File: config.mk
export PLATFORM = sky130hd
export DESIGN_NAME = systolic_skew_feeder_flat
export DESIGN_NICKNAME = d
export VERILOG_FILES = /design/src/rtl/systolic_skew_feeder_if.sv /design/src/rtl/systolic_skew_feeder.sv /design/src/flat_wrapper.sv
export SDC_FILE = /design/constraint.sdc
export NUM_CORES = 1
export LEC_CHECK = 0
export CAP_MARGIN = 25
export CORE_ASPECT_RATIO = 1.25
export CORE_MARGIN = 2
export CORE_UTILIZATION = 48
export DETAILED_ROUTE_END_ITERATION = 6
export PLACE_DENSITY = 0.86
export SLEW_MARGIN = 5
export SYNTH_ARGS = -nofsm -noshare
export SYNTH_HDL_FRONTEND = slang
export SYNTH_SLANG_ARGS = --single-unit
File: constraint.sdc
create_clock -name clk -period 2.6 [get_ports clk]
set_input_delay 0.65 -clock clk [delete_from_list [all_inputs] [get_ports clk]]
set_output_delay 0.65 -clock clk [all_outputs]
set_load 0.05 [all_outputs]
File: src/rtl/systolic_skew_feeder_if.sv
// Operand-feeder bus: pass control, aligned input beat stream and skewed fabric-edge output.
// Lane i of each vector bus occupies bits [i*WIDTH +: WIDTH].
interface systolic_skew_feeder_if #(
    parameter int LANES = 4,
    parameter int WIDTH = 16,
    parameter int CNT_W = 16
);
    logic                     start;
    logic [CNT_W-1:0]         k_len;
    logic                     in_valid;
    logic                     in_ready;
    logic [LANES*WIDTH-1:0]   in_data;
    logic [LANES*WIDTH-1:0]   out_data;
    logic [LANES-1:0]         out_lane_valid;
    logic                     busy;
    logic                     done;

    modport master (
        output start, k_len, in_valid, in_data,
        input  in_ready, out_data, out_lane_valid, busy, done
    );

    modport slave (
        input  start, k_len, in_valid, in_data,
        output in_ready, out_data, out_lane_valid, busy, done
    );
endinterface

File: src/rtl/systolic_skew_feeder.sv
// Diagonal skew feeder: lane i of each accepted vector reaches the fabric edge i+1 cycles later,
// then zeros are flushed until the last lane's final element has been presented.

module skew_lane #(
    parameter int DEPTH = 1,
    parameter int WIDTH = 16
) (
    input  logic             clk,
    input  logic             reset,
    input  logic             ld_vld,
    input  logic [WIDTH-1:0] ld_data,
    output logic             out_vld,
    output logic [WIDTH-1:0] out_data
);
    logic [DEPTH-1:0]            vld_pipe_q, vld_pipe_d;
    logic [DEPTH-1:0][WIDTH-1:0] dat_pipe_q, dat_pipe_d;

    // Non-accepted cycles inject a zero element so bubbles stay MAC-neutral.
    always_comb begin
        vld_pipe_d    = '0;
        dat_pipe_d    = '0;
        vld_pipe_d[0] = ld_vld;
        dat_pipe_d[0] = ld_vld ? ld_data : '0;
        for (int k = 1; k < DEPTH; k++) begin
            vld_pipe_d[k] = vld_pipe_q[k-1];
            dat_pipe_d[k] = dat_pipe_q[k-1];
        end
    end

    always_ff @(posedge clk or negedge reset) begin
        if (!reset) begin
            vld_pipe_q <= '0;
            dat_pipe_q <= '0;
        end else begin
            vld_pipe_q <= vld_pipe_d;
            dat_pipe_q <= dat_pipe_d;
        end
    end

    assign out_vld  = vld_pipe_q[DEPTH-1];
    assign out_data = dat_pipe_q[DEPTH-1];
endmodule

module systolic_skew_feeder #(
    parameter int LANES = 4,
    parameter int WIDTH = 16,
    parameter int CNT_W = 16
) (
    input  logic                   clk,
    input  logic                   reset,
    systolic_skew_feeder_if.slave  bus
);
    localparam int FC_W = (LANES > 1) ? $clog2(LANES) : 1;

    typedef enum logic [1:0] {S_IDLE, S_FEED, S_FLUSH, S_DONE} state_t;

    state_t            state_q, state_d;
    logic [CNT_W-1:0]  remaining_q, remaining_d;
    logic [FC_W-1:0]   flush_cnt_q, flush_cnt_d;
    logic              accept;

    logic [LANES-1:0][WIDTH-1:0] lane_dat;
    logic [LANES-1:0]            lane_vld;

    // remaining is never zero in FEED; the guard keeps the counter from wrapping regardless.
    assign accept = (state_q == S_FEED) && bus.in_valid && (remaining_q != '0);

    always_comb begin
        state_d     = state_q;
        remaining_d = remaining_q;
        flush_cnt_d = flush_cnt_q;
        case (state_q)
            S_IDLE: begin
                if (bus.start) begin
                    if (bus.k_len != '0) begin
                        state_d     = S_FEED;
                        remaining_d = bus.k_len;
                    end else begin
                        state_d = S_DONE;
                    end
                end
            end
            S_FEED: begin
                if (accept) begin
                    remaining_d = remaining_q - CNT_W'(1);
                    if (remaining_q == CNT_W'(1)) begin
                        if (LANES == 1) begin
                            state_d = S_DONE;
                        end else begin
                            state_d     = S_FLUSH;
                            flush_cnt_d = FC_W'(LANES - 1);
                        end
                    end
                end
            end
            S_FLUSH: begin
                // Counter covers LANES cycles so the deepest lane drains its last element.
                if (flush_cnt_q == '0) state_d = S_DONE;
                else                   flush_cnt_d = flush_cnt_q - FC_W'(1);
            end
            S_DONE:  state_d = S_IDLE;
            default: state_d = S_IDLE;
        endcase
    end

    always_ff @(posedge clk or negedge reset) begin
        if (!reset) begin
            state_q     <= S_IDLE;
            remaining_q <= '0;
            flush_cnt_q <= '0;
        end else begin
            state_q     <= state_d;
            remaining_q <= remaining_d;
            flush_cnt_q <= flush_cnt_d;
        end
    end

    for (genvar i = 0; i < LANES; i++) begin : g_lane
        skew_lane #(
            .DEPTH (i + 1),
            .WIDTH (WIDTH)
        ) u_lane (
            .clk      (clk),
            .reset    (reset),
            .ld_vld   (accept),
            .ld_data  (bus.in_data[i*WIDTH +: WIDTH]),
            .out_vld  (lane_vld[i]),
            .out_data (lane_dat[i])
        );
    end

    assign bus.out_data       = lane_dat;
    assign bus.out_lane_valid = lane_vld;
    assign bus.in_ready       = (state_q == S_FEED);
    assign bus.busy           = (state_q == S_FEED) || (state_q == S_FLUSH);
    assign bus.done           = (state_q == S_DONE);
endmodule

File: src/flat_wrapper.sv
// flat-port wrapper written by rule: the top's interface ports become plain ports
module systolic_skew_feeder_flat 
#(
    parameter int LANES = 4,
    parameter int WIDTH = 16,
    parameter int CNT_W = 16
)
  (clk, reset, bus_start, bus_k_len, bus_in_valid, bus_in_data, bus_in_ready, bus_out_data, bus_out_lane_valid, bus_busy, bus_done);
  systolic_skew_feeder_if #(.LANES(LANES), .WIDTH(WIDTH), .CNT_W(CNT_W)) bus_i ();
  input  logic clk;
  input  logic reset;
  input wire logic [$bits(bus_i.start)-1:0] bus_start;
  input wire logic [$bits(bus_i.k_len)-1:0] bus_k_len;
  input wire logic [$bits(bus_i.in_valid)-1:0] bus_in_valid;
  input wire logic [$bits(bus_i.in_data)-1:0] bus_in_data;
  output wire logic [$bits(bus_i.in_ready)-1:0] bus_in_ready;
  output wire logic [$bits(bus_i.out_data)-1:0] bus_out_data;
  output wire logic [$bits(bus_i.out_lane_valid)-1:0] bus_out_lane_valid;
  output wire logic [$bits(bus_i.busy)-1:0] bus_busy;
  output wire logic [$bits(bus_i.done)-1:0] bus_done;
  assign bus_i.start = bus_start;
  assign bus_i.k_len = bus_k_len;
  assign bus_i.in_valid = bus_in_valid;
  assign bus_i.in_data = bus_in_data;
  assign bus_in_ready = bus_i.in_ready;
  assign bus_out_data = bus_i.out_data;
  assign bus_out_lane_valid = bus_i.out_lane_valid;
  assign bus_busy = bus_i.busy;
  assign bus_done = bus_i.done;
  systolic_skew_feeder #(.LANES(LANES), .WIDTH(WIDTH), .CNT_W(CNT_W)) u_core (.clk(clk), .reset(reset), .bus(bus_i));
endmodule
==> After elaboration in Yosys (flattened, before gate mapping) <==
Cells that the tools add are included.
{ "totals": {"romBits": 0, "mem_count": 0, "ff_bits": 190, "ramBits": 0, "inputBits": 84, "latch_bits": 0, "out_inout_bits": 71, "elab_cells": 59} }
{ "op_classes": {"eq_ne": 10, "multipliers": 0, "div_mod_pow": 0, "n_shift": 0, "n_reduce_logical": 12, "n_addsub": 2, "mux": 18, "n_bitwise": 0, "n_lt_le_gt_ge": 0} }
{ "ops": {"columns": ["operator", "count"], "rows": [
  ["2-to-1 mux 16 bit", 7],
  ["case mux 16 bit (2 select lines)", 1],
  ["nonzero test 16 bit", 2],
  ["== test 16 x 1 -> 1 bit (second input constant)", 1],
  ["2-to-1 mux 2 bit", 8],
  ["subtractor 16 x 1 -> 16 bit (second input constant)", 1],
  ["AND reduction 4 bit", 3],
  ["inequality test 2 x 1 -> 1 bit (second input constant)", 4],
  ["case mux 2 bit (4 select lines)", 1],
  ["== test 2 bit (second input constant)", 2],
  ["zero test 2 bit", 2],
  ["inequality test 2 bit (second input constant)", 2],
  ["case mux 2 bit (2 select lines)", 1],
  ["nonzero test 2 bit", 2],
  ["== test 2 x 1 -> 1 bit (second input constant)", 1],
  ["logical AND 1 bit", 2],
  ["subtractor 2 x 1 -> 2 bit (second input constant)", 1],
  ["logical OR 1 bit", 1]
]} }

==> Depth between registers and ports, before layout <==
{ "depth": {"ltp_word": 5, "depth_mapped": 9, "depth_no_buf": 7} }

==> By module <==
From an unflattened synthesis, not the netlist that was laid out.
{ "hier_totals": {"hier_cells": 423, "hier_area_um2": 6373.6} }
{ "modules_own_cells": {"columns": ["module", "seq_area_each_um2", "area_each_um2", "cells_each", "n_inst"], "rows": [
  ["skew_lane (u_core.g_lane[3].u_lane)", 1701.6, 1828.0, 85, 1],
  ["systolic_skew_feeder", 500.5, 1614.0, 185, 1],
  ["skew_lane (u_core.g_lane[2].u_lane)", 1276.2, 1402.6, 68, 1],
  ["skew_lane (u_core.g_lane[1].u_lane)", 850.8, 977.2, 51, 1],
  ["skew_lane (u_core.g_lane[0].u_lane)", 425.4, 551.8, 34, 1]
]} }

==> Worst setup path after synthesis <==
Ideal clock, no wire load.
{ "synth_timing": {"path_type": "reg2reg", "from": "register u_core.state_q[1]", "to": "register u_core.remaining_q[11]", "period_less_slack_ns": 2.280, "arrival_time_ns": 2.186, "path_slack_ns": 0.320, "setup_ns": 0.094, "n_path_buf": 2, "required_ns": 2.506, "stages_incl_launch_ff": 10, "path_cell_list": "dfrtp_1 inv_1 ha_1 clkbuf_1 inv_1 nor2_1 a31oi_1 or2_2 buf_6 a221oi_2"} }
{ "synth_between": {"elab_chain_len": 5} }
{ "synth_lines": {"columns": ["item", "line", "rtl"], "rows": [
  ["from (decl)", "systolic_skew_feeder.sv:57", "state_t state_q, state_d;"],
  ["from (signal assigned)", "systolic_skew_feeder.sv:112", "state_q <= state_d;"],
  ["== test 2 x 1 -> 1 bit *", null, null],
  ["via bus_in_ready", "flat_wrapper.sv:16", "output wire logic [$bits(bus_i.in_ready)-1:0] bus_in_ready;"],
  ["logical AND 1 bit (2 in a row)", "systolic_skew_feeder.sv:66", "assign accept = (state_q == S_FEED) && bus.in_valid && (remaining_q != '0);"],
  ["inequality test 2 x 1 -> 1 bit (no source line)", null, null],
  ["AND reduction 4 bit (no source line)", null, null],
  ["to (signal assigned)", "systolic_skew_feeder.sv:113", "remaining_q <= remaining_d;"],
  ["to (decl)", "systolic_skew_feeder.sv:58", "logic [CNT_W-1:0] remaining_q, remaining_d;"]
]} }
Mark *: on every way through the listed nets, which the timed path passes. The rest lies on a longest branch.
A chain may end at the register's enable or synchronous reset.

==> Final worst setup path <==
{ "layout_timing": {"from": "register u_core.state_q[1]", "to": "output bus_done"} }
{ "layout_between": {"elab_chain_len": 1} }
{ "layout_lines": {"columns": ["item", "line", "rtl"], "rows": [
  ["== test 2 bit", "systolic_skew_feeder.sv:136", "assign bus.done = (state_q == S_DONE);"],
  ["to (decl)", "flat_wrapper.sv:20", "output wire logic [$bits(bus_i.done)-1:0] bus_done;"]
]} }
No other way between the ends.

==> key figures <==
Timing
  – Max Slew Vio Count: 0
  – Final Hold Fails: 0
  – Final Skew: between 0.01 and 0.015 ns
  – Final setup violation count: 0
  – RSZ-0062 raised after global routing: no
  – Period utilization: 0.931
  – Post-layout min period: 2.42 ns
  – Relative slew slack: 0.613
  – Slew @ Worst Pin: roughly 0.58 ns
  – Peak Freq: 413 MHz

Worst setup path
  – WP buf/inv: 1
  – Delay-heaviest family, CP: buffers and inverters
  – CP Capture Type: output pin
  – Cell Chain, Critical Path: ha_1 > clkdlybuf4s50_1
  – Slowest-stage cell, CP: clkdlybuf4s50_1
  – Worst Setup Start Kind: register
  – Worst Path Max Fanout: 3
  – Critical path type: reg -> out
  – Slowest stage delay, CP: between 0.7 and 0.8 ns
  – Worst path arrival time: around 1.8 ns
  – Req. time, crit path: 1.95 ns

Cells and area
  – Post-Layout Cell Count: roughly 770
  – Layout fillers: between 800 and 900
  – Nets: about 680
  – Sequential cell area: approximately 4600 µm²
  – P&R area growth vs syn: 38.5%
  – Diodes inserted: 0
  – Share of cells above drive strength 1: 0.112
  – Post-route cell area: 8510 µm²
  – Footprint of the multi-input gates: around 1300 µm²

Drt
  – Detailed Routing Iterations Pass 1: 4
  – Initial DRC count: 161
  – Post-route ant nets: 0
  – Routed wire length: roughly 12,000 µm
  – WL per Instance: between 15 and 20 µm
  – Residual DRC count: 0
  – Vias per cell: a little under 5
  – Vias: roughly 3,800

Clocking
  – CTS tree: yes
  – Worst skew pair latency: roughly 0.42 ns
  – CTS Buf Count: 17
  – Post-cts resize count: 0
  – Sink Count: approximately 180
  – Root buffer cell: clkbuf_16
  – Post-CTS Setup Repair Bufs: 0
  – CTS max path bufs: 2
  – H-tree Lvls: 4
  – Post-CTS Hold Buffers: 0
  – Clock slew at reported path FFs: 0.07 ns

Synth
  – Synth cell types: between 40 and 50
  – Post-Syn Area per Cell: 14.8 µm²
  – Mapped Area: ~6100 µm²
  – Synth top cells by count: dfrtp_1, and2_1, inv_1
  – Post-synthesis sequential area ratio: 0.749
  – Post-synth EDFFs: 0
  – Syn_nets: about 500
  – Yosys reg bits: 184
  – Yosys top cell area share: 0.749
  – Top-count cell post-synth: dfrtp_1
  – Top post-synthesis cells by area: dfrtp_1, and2_1, ha_1
  – Mapped Cells: roughly 420
  – Post-synth top flop: dfrtp_1
  – Area leader, netlist: dfrtp_1
  – Synth Warn #: 0
  – Fraction of registers with async set/reset: 1.00

Power and ir drop
  – Worst vdd ir: approximately 0.00084 V
  – Leak: ~4 nW
  – Design Power: slightly above 9 mW
  – Power Dens Cells: ~1100 nW/µm²

Die
  – I/O pin cnt: around 160
  – Core ar.: between 10,000 and 15,000 µm²
  – Row count: 46
  – Initial Utilization: 0.488
  – Die Wd: roughly 110 µm
  – DIE AREA: ~14,000 µm²
  – Die Y: between 100 and 150 µm

Placement
  – Placer Congestion: 0.886
  – Placed Cells: between 700 and 800
  – Detail Placement HPWL: 8780 µm
  – Placed cell area: around 7900 µm²
  – PortBufs: between 150 and 200

Global routing
  – Initial antenna violation count: 0
  – Vias in the first global route: around 3,800
  – Met3 GRT Util: 0.0546
  – Most used routing layer: met2
  – GR Layer Usage met1: 0.235
  – Grt total ovfl: 0
  – Overall Global Routing Usage: 0.189
  – M2 GR Usage: 0.320
  – Largest net degree at the start of global routing: 63
  – Global-route wire length before repair: 19,800 µm

Job
  – MaxCap Viol Count: 0

Hold path
  – Kind of path behind the tightest hold check: in -> async

Run status
  – Run status: completed
==> layout by cell type, fill, tap and decap left out, types with 2 or more instances in the layout <==
master / synthesis / final
buf_12: 0 / 2
a221oi_2: 4 / 4
nor3_1: 12 / 12
mux2i_1: 3 / 3
nor4_2: 2 / 2
nand3_1: 6 / 6
clkinv_8: 0 / 6
o21ai_0: 5 / 5
clkbuf_16: 0 / 17
nor2_1: 12 / 12
nand2_1: 9 / 9
o22ai_1: 3 / 3
dfrtp_1: 184 / 184
and3_1: 3 / 2
inv_6: 0 / 2
inv_1: 16 / 16
or3_1: 2 / 2
buf_4: 5 / 17
clkdlybuf4s50_1: 0 / 151
and2_1: 65 / 65
o41ai_1: 4 / 4
o21ai_1: 7 / 7
nor4_1: 7 / 7
a2bb2oi_1: 5 / 5
inv_8: 0 / 3
ha_1: 8 / 8
a31oi_1: 2 / 2
a21oi_1: 8 / 8
clkinv_4: 0 / 3
o31ai_1: 5 / 5
nand4_1: 5 / 5
==> worst reg2reg max path, cell delays in order (launching register included) <==
cell and delay (ns):
dfrtp_1 0.46, inv_1 0.09, ha_1 0.30, nor3b_2 0.32, nand3_2 0.15, or3_1 0.40
a211oi_2 0.27, a2bb2oi_2 0.14
==> logic make-up after synthesis <==
group / synth area share
buf+inv: 0.0344
fa+ha+maj: 0.0163
flops: 0.749
compound gates: 0.0678
simple gates: 0.128
mux: 0.00488
==> worst paths after layout <==
path	from	to	slack [ns]	cells after the start
max	u_core.state_q[1]	bus_done	0.18	2
min	reset	u_core.g_lane[2].u_lane.out_data[1]	0.21	1
max reg2reg	u_core.remaining_q[0]	u_core.remaining_q[14]	0.41	7
min reg2reg	u_core.g_lane[2].u_lane.dat_pipe_d[44]	u_core.g_lane[2].u_lane.out_data[12]	0.34	0
max in group asynchronous	reset	u_core.g_lane[3].u_lane.dat_pipe_d[56]	1.58	2
min in group clk	u_core.g_lane[2].u_lane.dat_pipe_d[44]	u_core.g_lane[2].u_lane.out_data[12]	0.34	0
==> report_power, final <==
group / internal, mW / total [mW] / switching [mW] / leakage (nW)
Combinational: 1.10 / 2.89 / 1.79 / 1.22
Clock: 1.33 / 2.51 / 1.18 / 0.298
Sequential: 3.43 / 3.77 / 0.343 / 2.47
Total: 5.86 / 9.17 / 3.32 / 3.98
==> registers in the layout (all words and copies together), names as in the netlist <==
| register | count |
|---|---|
| u_core.g_lane.u_lane.vld_pipe_q | 4 |
| u_core.g_lane.u_lane.out_data | 64 |
| u_core.flush_cnt_q | 2 |
| u_core.remaining_q | 16 |
| u_core.g_lane.u_lane.dat_pipe_d | 96 |
| u_core.state_q | 2 |
==> metrics by stage <==
step / worst slack (ns) / utilization / hold slack, ns / TNS (ns)
2_1_floorplan: 0.320 / - / 0.331 / 0
3_3_place_gp: -0.0576 / 0.627 / 0.331 / -0.313
3_5_place_dp: -0.110 / 0.627 / 0.335 / -0.891
4_1_cts: 0.166 / 0.675 / 0.219 / 0
5_1_grt: 0.0981 / 0.675 / 0.230 / 0
6_report: 0.180 / 0.675 / 0.211 / 0
==> final cells by class <==
class / count / share of cell area
Sequential cell: 184 / 0.541
Clock inverter: 14 / 0.0206
Tap cell: 168 / 0.0247
Multi-Input combinational cell: 195 / 0.157
Clock buffer: 18 / 0.0516
Inverter: 16 / 0.00705
Timing Repair Buffer: 171 / 0.199
==> routing by layer <==
| layer | wire length (µm) | up-vias |
|---|---|---|
| met3 | 702 | 17 |
| met4 | 193 | 0 |
| met2 | 6390 | 134 |
| li1 | - | 1741 |
| met5 | 0 | - |
| met1 | 5090 | 1870 |
Power figures use the tool's default switching activity.
